### src/rtl/mac_table_arbiter_pkg.sv
// mac_table_arbiter_pkg: shared defaults and FSM state encoding for the MAC table arbiter
package mac_table_arbiter_pkg;
  localparam int DEF_PORT_NUM = 4;
  localparam int DEF_SLOTS = 256;
  typedef enum logic [2:0] {IDLE, LEARN, LOOKUP, CAPTURE, RESP} arbState_t;
endpackage

### src/rtl/mac_table_arbiter_if.sv
// mac_table_arbiter_if: requester and MAC table signals between ingress ports and the arbiter
interface mac_table_arbiter_if
  import mac_table_arbiter_pkg::*;
#(
  parameter int pPORT_NUM = DEF_PORT_NUM,
  parameter int pSLOTS = DEF_SLOTS
);
  localparam int PW = $clog2(pPORT_NUM);
  localparam int AW = $clog2(pSLOTS);
  logic [pPORT_NUM-1:0] i_req;
  logic [pPORT_NUM*AW-1:0] i_sa;
  logic [pPORT_NUM*AW-1:0] i_da;
  logic [pPORT_NUM-1:0] o_ack;
  logic [PW-1:0] o_dst_port;
  logic o_drop;
  logic o_busy;
  logic o_tbl_we;
  logic [PW-1:0] o_tbl_port_num;
  logic [AW-1:0] o_tbl_sa;
  logic [AW-1:0] o_tbl_da;
  logic [PW-1:0] i_tbl_port_num;
  modport slave (
    input i_req, i_sa, i_da, i_tbl_port_num,
    output o_ack, o_dst_port, o_drop, o_busy, o_tbl_we, o_tbl_port_num, o_tbl_sa, o_tbl_da
  );
  modport master (
    output i_req, i_sa, i_da, i_tbl_port_num,
    input o_ack, o_dst_port, o_drop, o_busy, o_tbl_we, o_tbl_port_num, o_tbl_sa, o_tbl_da
  );
endinterface

### src/rtl/mac_table_arbiter_rr_arbiter.sv
// rr_arbiter: combinational round-robin pick, first set request at or above rrPtr with wrap
module rr_arbiter #(
  parameter int pPORT_NUM = 4,
  localparam int PW = $clog2(pPORT_NUM)
) (
  input  logic [pPORT_NUM-1:0] req,
  input  logic [PW-1:0]        rrPtr,
  output logic [PW-1:0]        gntIdx,
  output logic                 gntValid
);
  logic [PW-1:0] idx;
  // scan from the farthest offset down so the nearest request to rrPtr wins last
  always_comb begin
    gntIdx = '0;
    gntValid = 1'b0;
    idx = '0;
    for (int i = pPORT_NUM - 1; i >= 0; i--) begin
      idx = rrPtr + PW'(i);
      if (req[idx]) begin
        gntIdx = idx;
        gntValid = 1'b1;
      end
    end
  end
endmodule

### src/rtl/mac_table_arbiter.sv
// mac_table_arbiter: round-robin sharing of the single-port MAC table, learn SA then look up DA
module mac_table_arbiter
  import mac_table_arbiter_pkg::*;
#(
  parameter int pPORT_NUM = DEF_PORT_NUM,
  parameter int pSLOTS = DEF_SLOTS
) (
  input logic iclk,
  input logic i_rst_n,
  mac_table_arbiter_if.slave bus
);
  localparam int PW = $clog2(pPORT_NUM);
  localparam int AW = $clog2(pSLOTS);
  arbState_t state;
  logic [PW-1:0] rrPtr;
  logic [PW-1:0] gntIdx;
  logic [PW-1:0] pick;
  logic pickValid;
  logic [AW-1:0] daLatch;
  logic [pPORT_NUM-1:0] ackMask;
  logic [pPORT_NUM-1:0] reqMasked;
  assign reqMasked = bus.i_req & ~ackMask;
  rr_arbiter #(.pPORT_NUM(pPORT_NUM)) uArb (
    .req(reqMasked),
    .rrPtr(rrPtr),
    .gntIdx(pick),
    .gntValid(pickValid)
  );
  // sequencer: grant, write SA->port, present DA, capture result, pulse ack
  always_ff @(posedge iclk or negedge i_rst_n) begin
    if (!i_rst_n) begin
      state <= IDLE;
      rrPtr <= '0;
      gntIdx <= '0;
      daLatch <= '0;
      ackMask <= '0;
      bus.o_ack <= '0;
      bus.o_dst_port <= '0;
      bus.o_drop <= 1'b0;
      bus.o_busy <= 1'b0;
      bus.o_tbl_we <= 1'b0;
      bus.o_tbl_port_num <= '0;
      bus.o_tbl_sa <= '0;
      bus.o_tbl_da <= '0;
    end else begin
      case (state)
        IDLE: begin
          ackMask <= '0;
          if (pickValid) begin
            state <= LEARN;
            gntIdx <= pick;
            rrPtr <= pick + PW'(1);
            daLatch <= bus.i_da[pick*AW +: AW];
            bus.o_tbl_sa <= bus.i_sa[pick*AW +: AW];
            bus.o_tbl_port_num <= pick;
            bus.o_tbl_we <= 1'b1;
            bus.o_busy <= 1'b1;
          end
        end
        LEARN: begin
          state <= LOOKUP;
          bus.o_tbl_we <= 1'b0;
          bus.o_tbl_da <= daLatch;
        end
        LOOKUP: state <= CAPTURE;
        CAPTURE: begin
          state <= RESP;
          bus.o_dst_port <= bus.i_tbl_port_num;
          bus.o_drop <= bus.i_tbl_port_num == gntIdx;
          bus.o_ack <= pPORT_NUM'(1) << gntIdx;
        end
        RESP: begin
          state <= IDLE;
          ackMask <= bus.o_ack;
          bus.o_ack <= '0;
          bus.o_busy <= 1'b0;
        end
        default: state <= IDLE;
      endcase
    end
  end
endmodule

### src/flat_wrapper.sv
// flat-port wrapper written by rule: the top's interface ports become plain ports
module mac_table_arbiter_flat import mac_table_arbiter_pkg::*;
#(
  parameter int pPORT_NUM = DEF_PORT_NUM,
  parameter int pSLOTS = DEF_SLOTS
)
  (iclk, i_rst_n, bus_i_req, bus_i_sa, bus_i_da, bus_i_tbl_port_num, bus_o_ack, bus_o_dst_port, bus_o_drop, bus_o_busy, bus_o_tbl_we, bus_o_tbl_port_num, bus_o_tbl_sa, bus_o_tbl_da);
  mac_table_arbiter_if #(.pPORT_NUM(pPORT_NUM), .pSLOTS(pSLOTS)) bus_i ();
  input logic iclk;
  input logic i_rst_n;
  input wire logic [$bits(bus_i.i_req)-1:0] bus_i_req;
  input wire logic [$bits(bus_i.i_sa)-1:0] bus_i_sa;
  input wire logic [$bits(bus_i.i_da)-1:0] bus_i_da;
  input wire logic [$bits(bus_i.i_tbl_port_num)-1:0] bus_i_tbl_port_num;
  output wire logic [$bits(bus_i.o_ack)-1:0] bus_o_ack;
  output wire logic [$bits(bus_i.o_dst_port)-1:0] bus_o_dst_port;
  output wire logic [$bits(bus_i.o_drop)-1:0] bus_o_drop;
  output wire logic [$bits(bus_i.o_busy)-1:0] bus_o_busy;
  output wire logic [$bits(bus_i.o_tbl_we)-1:0] bus_o_tbl_we;
  output wire logic [$bits(bus_i.o_tbl_port_num)-1:0] bus_o_tbl_port_num;
  output wire logic [$bits(bus_i.o_tbl_sa)-1:0] bus_o_tbl_sa;
  output wire logic [$bits(bus_i.o_tbl_da)-1:0] bus_o_tbl_da;
  assign bus_i.i_req = bus_i_req;
  assign bus_i.i_sa = bus_i_sa;
  assign bus_i.i_da = bus_i_da;
  assign bus_i.i_tbl_port_num = bus_i_tbl_port_num;
  assign bus_o_ack = bus_i.o_ack;
  assign bus_o_dst_port = bus_i.o_dst_port;
  assign bus_o_drop = bus_i.o_drop;
  assign bus_o_busy = bus_i.o_busy;
  assign bus_o_tbl_we = bus_i.o_tbl_we;
  assign bus_o_tbl_port_num = bus_i.o_tbl_port_num;
  assign bus_o_tbl_sa = bus_i.o_tbl_sa;
  assign bus_o_tbl_da = bus_i.o_tbl_da;
  mac_table_arbiter #(.pPORT_NUM(pPORT_NUM), .pSLOTS(pSLOTS)) u_core (.iclk(iclk), .i_rst_n(i_rst_n), .bus(bus_i));
endmodule
### config.mk
export PLATFORM = sky130hd
export DESIGN_NAME = mac_table_arbiter_flat
export DESIGN_NICKNAME = d
export VERILOG_FILES = /design/src/rtl/mac_table_arbiter_pkg.sv /design/src/rtl/mac_table_arbiter_if.sv /design/src/rtl/mac_table_arbiter_rr_arbiter.sv /design/src/rtl/mac_table_arbiter.sv /design/src/flat_wrapper.sv
export SDC_FILE = /design/constraint.sdc
export NUM_CORES = 1
export LEC_CHECK = 0
export ABC_AREA = 0
export CAP_MARGIN = 20
export CORE_MARGIN = 2
export CORE_UTILIZATION = 45
export DETAILED_ROUTE_END_ITERATION = 7
export GPL_TIMING_DRIVEN = 0
export PLACE_DENSITY = 0.81
export SYNTH_ARGS = -nofsm -noshare
export SYNTH_HDL_FRONTEND = slang
export SYNTH_SLANG_ARGS = --single-unit
### constraint.sdc
create_clock -name iclk -period 5.3 [get_ports iclk]
set_clock_uncertainty 0.15 [all_clocks]
set_input_delay 1.59 -clock iclk [delete_from_list [all_inputs] [get_ports iclk]]
set_output_delay 1.59 -clock iclk [all_outputs]
set_load 0.1 [all_outputs]
==> reports/metrics.cfg, run 1 <==
[floorplanning]
fp-row-count=26
die_area_um2=5930
fp.coreArea_um2=5140
floorplan.initialDensity_pct=46.7
die_w_um=77.0
io-pin-count=99
fp.dieH_um=77.0

[placement]
hpwlAfterDp_mm=4.85
io_buffers=98
finalWeightedCongestion=0.752
post-place-cells=396

[finish]
antenna_cells_inserted=0
nets=405
final_common_cell=clkdlybuf4s50_1
layout.filler_cells=448
layout.cells.non_filler=404
ratio_of_cells_with_drive_above_1_in_the_final_layout_pct=12.9
area.growth.synth_to_final_pct=50.4
mostFrequentLayoutCells=clkdlybuf4s50_1, dfrtp_1, nor2_1

[clock_network]
cts.htree.levels=2
numClockSinks=44
postCtsHoldBufs=0
cts.path.max_buffers=2
clock-root-buffer=clkbuf_8
clock_insertion_delay_at_the_later_pin_of_the_skew_report_ns=0.30
clk_pin_slew_worst_paths_ns=0.09
postCtsSetupRepairBufs=0
tritoncts=built
tritoncts.num_buffers=5
cts_repair_resize_count=0

[yosys]
yosysTopAreaCellShare_pct=45.9
synth_top_family_by_area=compound AO/OA/AOI/OAI gates
synthesis.instances=227
synth_cell_types=37
post_synth_main_area_contributors=dfrtp_1, mux2i_1, a221oi_2
edff_count_synth=0
postSynthAreaPerCell_um2=10.6
combined_area_of_all_synthesized_cells_um2=2400
synthXorXnorAreaFrac_pct=1.46
synth_simple_gate_area_share_pct=16.2
synth-seq-area-share_pct=45.9
ys_warn_count=0
synth.area.mux_share_pct=11.0
adder_and_majority_gate_portion_of_the_synthesized_area_pct=0
synth-compound-area-share_pct=21.8
synthesis.nets=299
dominant_cell_type_by_area_after_synthesis=dfrtp_1
postSynthRegisterBits=44
synth-async-reset-ratio_pct=100
dominantRegCellSynth=dfrtp_1

[drt]
met2WireLength_mm=3.19
detail_route.drc_violations=0
post_drt_wl_per_cell_um=16.3
detailedRoute.firstIterationViolations=136
dr.max_layer_used=met4
wl_met3_um=390
routed-via-count=2156
routedLengthMet1_mm=2.91
detail-route-antenna-nets=0
firstDrtPassIters=4
postRouteWirelength_mm=6.57
via_per_inst=5.34

[sta]
fmax_mhz=264
worstMarginPinSlew_ns=0.989
setup_repair_after_global_routing_missed_its_margin=no
post-route-period-util_pct=71.4
setup-violations-final=0
whs_ns=0.333
timing.final.hold_violations=0
fin_crit_ns=3.79
slew-limit-headroom_pct=33.9
setup_total_neg_slack_ns=0
timing.final.max_slew_violations=0

[pwr]
pwr_density_cell_nw_per_um2=744
static-leakage-power_nw=1.49
power_mw=2.68
vdd_drop_max_uv=549

[global_routing]
overflow=0
global_route_wire_length_before_repair_mm=10.6
grt_max_degree=41
antenna_found_initial=0
groute.usage.overall_pct=22.7
grt_pass1_vias=2126

[worst_setup_path]
category_of_the_critical_setup_timing_path=input pin to register
cp.arrival_ns=3.84
critPathRequiredTime_ns=5.35
crit_path_start_kind=input pin
worstPathMaxFanout=10
critical_path.endpoint_type=register

[worst_hold_path]
hold_class=register to register

[outcome]
status=complete, no violations

[job]
max_cap_viol_count=0

-- cells by family after synthesis --
| logic type | count (synthesis) |
|---|---|
| simple gates | 78 |
| compound gates | 60 |
| xor+xnor | 4 |
| buf+inv | 16 |
| mux | 25 |
| flops | 44 |
-- flip-flops by register name (all words and copies together) (netlist names) --
register	count
u_core.bus.o_drop	1
u_core.bus.o_tbl_port_num	2
u_core.bus.o_ack	4
u_core.bus.o_tbl_da	8
u_core.daLatch	8
u_core.bus.o_tbl_sa	8
u_core.bus.o_dst_port	2
u_core.bus.o_busy	1
u_core.state	3
u_core.ackMask	4
u_core.bus.o_tbl_we	1
u_core.rrPtr	2
-- Yosys cell counts (all sizes together), types with 2 or more instances --
master and count:
a21o 2, nor2b 5, buf 9, inv 3, o22ai 3, nor3 3
and2 15, a21oi 6, nand2b 5, mux2 10, o221ai 2, xnor2 2
a221oi 16, a211oi 16, clkbuf 4, o21ai 7, dfrtp 44, xor2 2
mux2i 15, nor2 28, nand2 17
-- final cells by class --
type | count | area, um2 | share of cell area, %
Multi-Input combinational cell | 167 | 1210 | 33.5
Sequential cell | 44 | 1100 | 30.5
Timing Repair Buffer | 99 | 996 | 27.6
Clock buffer | 7 | 96.3 | 2.67
Tap cell | 70 | 87.6 | 2.43
Buffer | 13 | 77.6 | 2.15
Clock inverter | 1 | 30.0 | 0.832
Inverter | 3 | 11.3 | 0.312
-- where the power goes --
| part | switching, mW | internal (mW) | total (mW) |
|---|---|---|---|
| Clock | 0.116 | 0.166 | 0.283 |
| Sequential | 0.103 | 0.501 | 0.604 |
| Combinational | 1.24 | 0.553 | 1.80 |
-- worst max-delay path: stages --
cell,delay [ns]
clkdlybuf4s50_1,0.42
nand2b_1,0.21
nand2_1,0.24
o21bai_1,0.56
nor2_1,0.29
buf_2,0.28
a211oi_1,0.24
-- final timing paths --
path | from | end | slack, ns | cells after the start
max | bus_i_req[3] | u_core.daLatch[1] | 1.51 | 7
min | u_core.ackMask[2] | u_core.ackMask[2] | 0.33 | 2
max reg2reg | u_core.ackMask[3] | u_core.daLatch[1] | 2.81 | 6
min reg2reg | u_core.ackMask[2] | u_core.ackMask[2] | 0.33 | 2
max in group asynchronous | i_rst_n | u_core.bus.o_tbl_da[0] | 3.61 | 2
min in group asynchronous | i_rst_n | u_core.bus.o_dst_port[0] | 0.95 | 1
-- per-layer routing --
layer | vias up | GRT usage (%)
met4 | 0 | 6.07
met1 | 1033 | 29.8
li1 | 1042 | -
met2 | 74 | 37.5
met5 | - | 0
met3 | 7 | 5.53
-- metrics by stage --
stage | utilization [%] | area [um2] | setup slack, ns
final | 70.2 | 3610 | 1.51
after floorplan | - | 2400 | 2.14
after CTS | 70.2 | 3610 | 1.50
after global routing | 70.2 | 3610 | 1.22
after global placement | 67.5 | 3470 | 1.26
after detailed placement | 67.7 | 3480 | 1.19
No activity file was read; power rests on OpenSTA's default activity.
==> run 2: changes to the inputs <==
CORE_UTILIZATION = 43   (was 45)
PLACE_DENSITY = 0.78   (was 0.81)
clock period = 3.7 ns   (was 5.3 ns; I/O delays follow)
==> run 2 against run 1 <==
  * Cell count down 0.25%
  * Sequential power is 44% higher
  * Non-clock buffer count is the same
  * Total power increased by 39%
  * Clock power shrank 4%
  * Routed wire length grew 0.40%
  * Clock-buffer cell count is 2 lower
  * Global-route usage fell by 0.52 points
  * Critical path type unchanged
  * Critical endpoint is now u_core.daLatch[6]
  * Largest power group unchanged
  * Highest routed layer unchanged
==> reports/metrics.cfg, run 2 (synthesized netlist as in run 1, its figures left out) <==
[outcome]
status=complete, no violations

[global_routing]
groute.usage.overall_pct=22.1
grt_pass1_vias=2262
global_route_wire_length_before_repair_mm=10.6
grt_max_degree=25
antenna_found_initial=0
overflow=0

[placement]
finalWeightedCongestion=0.743
hpwlAfterDp_mm=4.96
dpl-instance-area_um2=3480
io_buffers=98

[worst_setup_path]
crit_path_start_kind=input pin
worstPathMaxFanout=10
critPathRequiredTime_ns=3.74
critical_path.endpoint_type=register
cp.arrival_ns=3.36
category_of_the_critical_setup_timing_path=input pin to register

[drt]
postRouteWirelength_mm=6.60
detail_route.drc_violations=0
wl_met3_um=395
met2WireLength_mm=3.44
dr.max_layer_used=met4
detailedRoute.firstIterationViolations=78
routedLengthMet1_mm=2.72
firstDrtPassIters=4
routed-via-count=2149
via_per_inst=5.33
post_drt_wl_per_cell_um=16.4
detail-route-antenna-nets=0

[pwr]
static-leakage-power_nw=1.46
vdd_drop_max_uv=732
power_mw=3.72
pwr_density_cell_nw_per_um2=1050

[floorplanning]
fp.coreArea_um2=5440
fp-row-count=27
die_area_um2=6190
floorplan.initialDensity_pct=44.1
die_w_um=78.7
fp.dieH_um=78.7
io-pin-count=99

[clock_network]
postCtsHoldBufs=0
cts.path.max_buffers=2
clk_pin_slew_worst_paths_ns=0.07
tritoncts=built
cts_repair_resize_count=0
clock_insertion_delay_at_the_later_pin_of_the_skew_report_ns=0.29
postCtsSetupRepairBufs=0
cts.htree.levels=2
clock-root-buffer=clkbuf_8
tritoncts.num_buffers=5
numClockSinks=44

[finish]
mostFrequentLayoutCells=clkdlybuf4s50_1, dfrtp_1, nor2_1
area.growth.synth_to_final_pct=48.1
design_area_um2=3550
ratio_of_cells_with_drive_above_1_in_the_final_layout_pct=12.1
layout_top_registers=u_core.bus.o_tbl_da (8), u_core.bus.o_tbl_sa (8), u_core.daLatch (8)
nets=405
final_common_cell=clkdlybuf4s50_1
layout.filler_cells=455
antenna_cells_inserted=0

[sta]
setup-violations-final=0
fmax_mhz=301
post-route-period-util_pct=89.9
timing.final.hold_violations=0
setup_repair_after_global_routing_missed_its_margin=no
worstMarginPinSlew_ns=1.00
setup_total_neg_slack_ns=0
slew-limit-headroom_pct=33.0
fin_crit_ns=3.33
timing.final.max_slew_violations=0

[worst_hold_path]
hold_class=register to register

[job]
max_cap_viol_count=0

## run 2: per-layer routing
layer	vias to the layer above	track usage [%]
met4	0	6.49
met1	1030	26.0
met3	2	5.06
met5	-	0
li1	1047	-
met2	70	40.1
## run 2: worst paths after layout
check                           slack [ns]                       end               from  cells past startpoint
worst max register to register        1.21         u_core.daLatch[6]  u_core.ackMask[3]                      6
min in group asynchronous             0.62  u_core.bus.o_dst_port[1]            i_rst_n                      1
worst min register to register        0.32         u_core.ackMask[2]  u_core.ackMask[2]                      2
max in group asynchronous             2.28         u_core.daLatch[1]            i_rst_n                      2
worst max-delay path                  0.37         u_core.daLatch[6]       bus_i_req[3]                      7
worst min-delay path                  0.32         u_core.ackMask[2]  u_core.ackMask[2]                      2
## run 2: area by class of cell
class / count / area (um2) / area share [%]
clock buffers: 5 / 68.8 / 1.94
plain buffers: 13 / 77.6 / 2.18
flip-flops and latches: 44 / 1100 / 31.0
well taps: 72 / 90.1 / 2.54
inverters: 3 / 11.3 / 0.317
multi-input cells: 167 / 1210 / 34.0
repair buffers: 99 / 996 / 28.0
## run 2: per-stage QoR
step / cells / utilization [%] / hold slack, ns / setup slack, ns
after floorplan: 227 / - / 0.291 / 1.02
after global placement: 397 / 63.8 / 0.304 / 0.106
after detailed placement: 398 / 64.1 / 0.311 / 0.0740
after CTS: 403 / 65.3 / 0.328 / 0.379
after global routing: 403 / 65.3 / 0.385 / 0.153
final: 403 / 65.3 / 0.321 / 0.374
## run 2: where the power goes
part           internal, mW  switching [mW]
logic                 0.792            1.79
clock network         0.122           0.149
registers             0.717           0.151
total                  1.63            2.09
## run 2: worst max-delay path: stages
cell             delay, ns
clkdlybuf4s50_1       0.42
nand2b_1              0.21
nand2_1               0.26
o21bai_1              0.55
nor2_1                0.29
buf_2                 0.28
a211oi_1              0.24
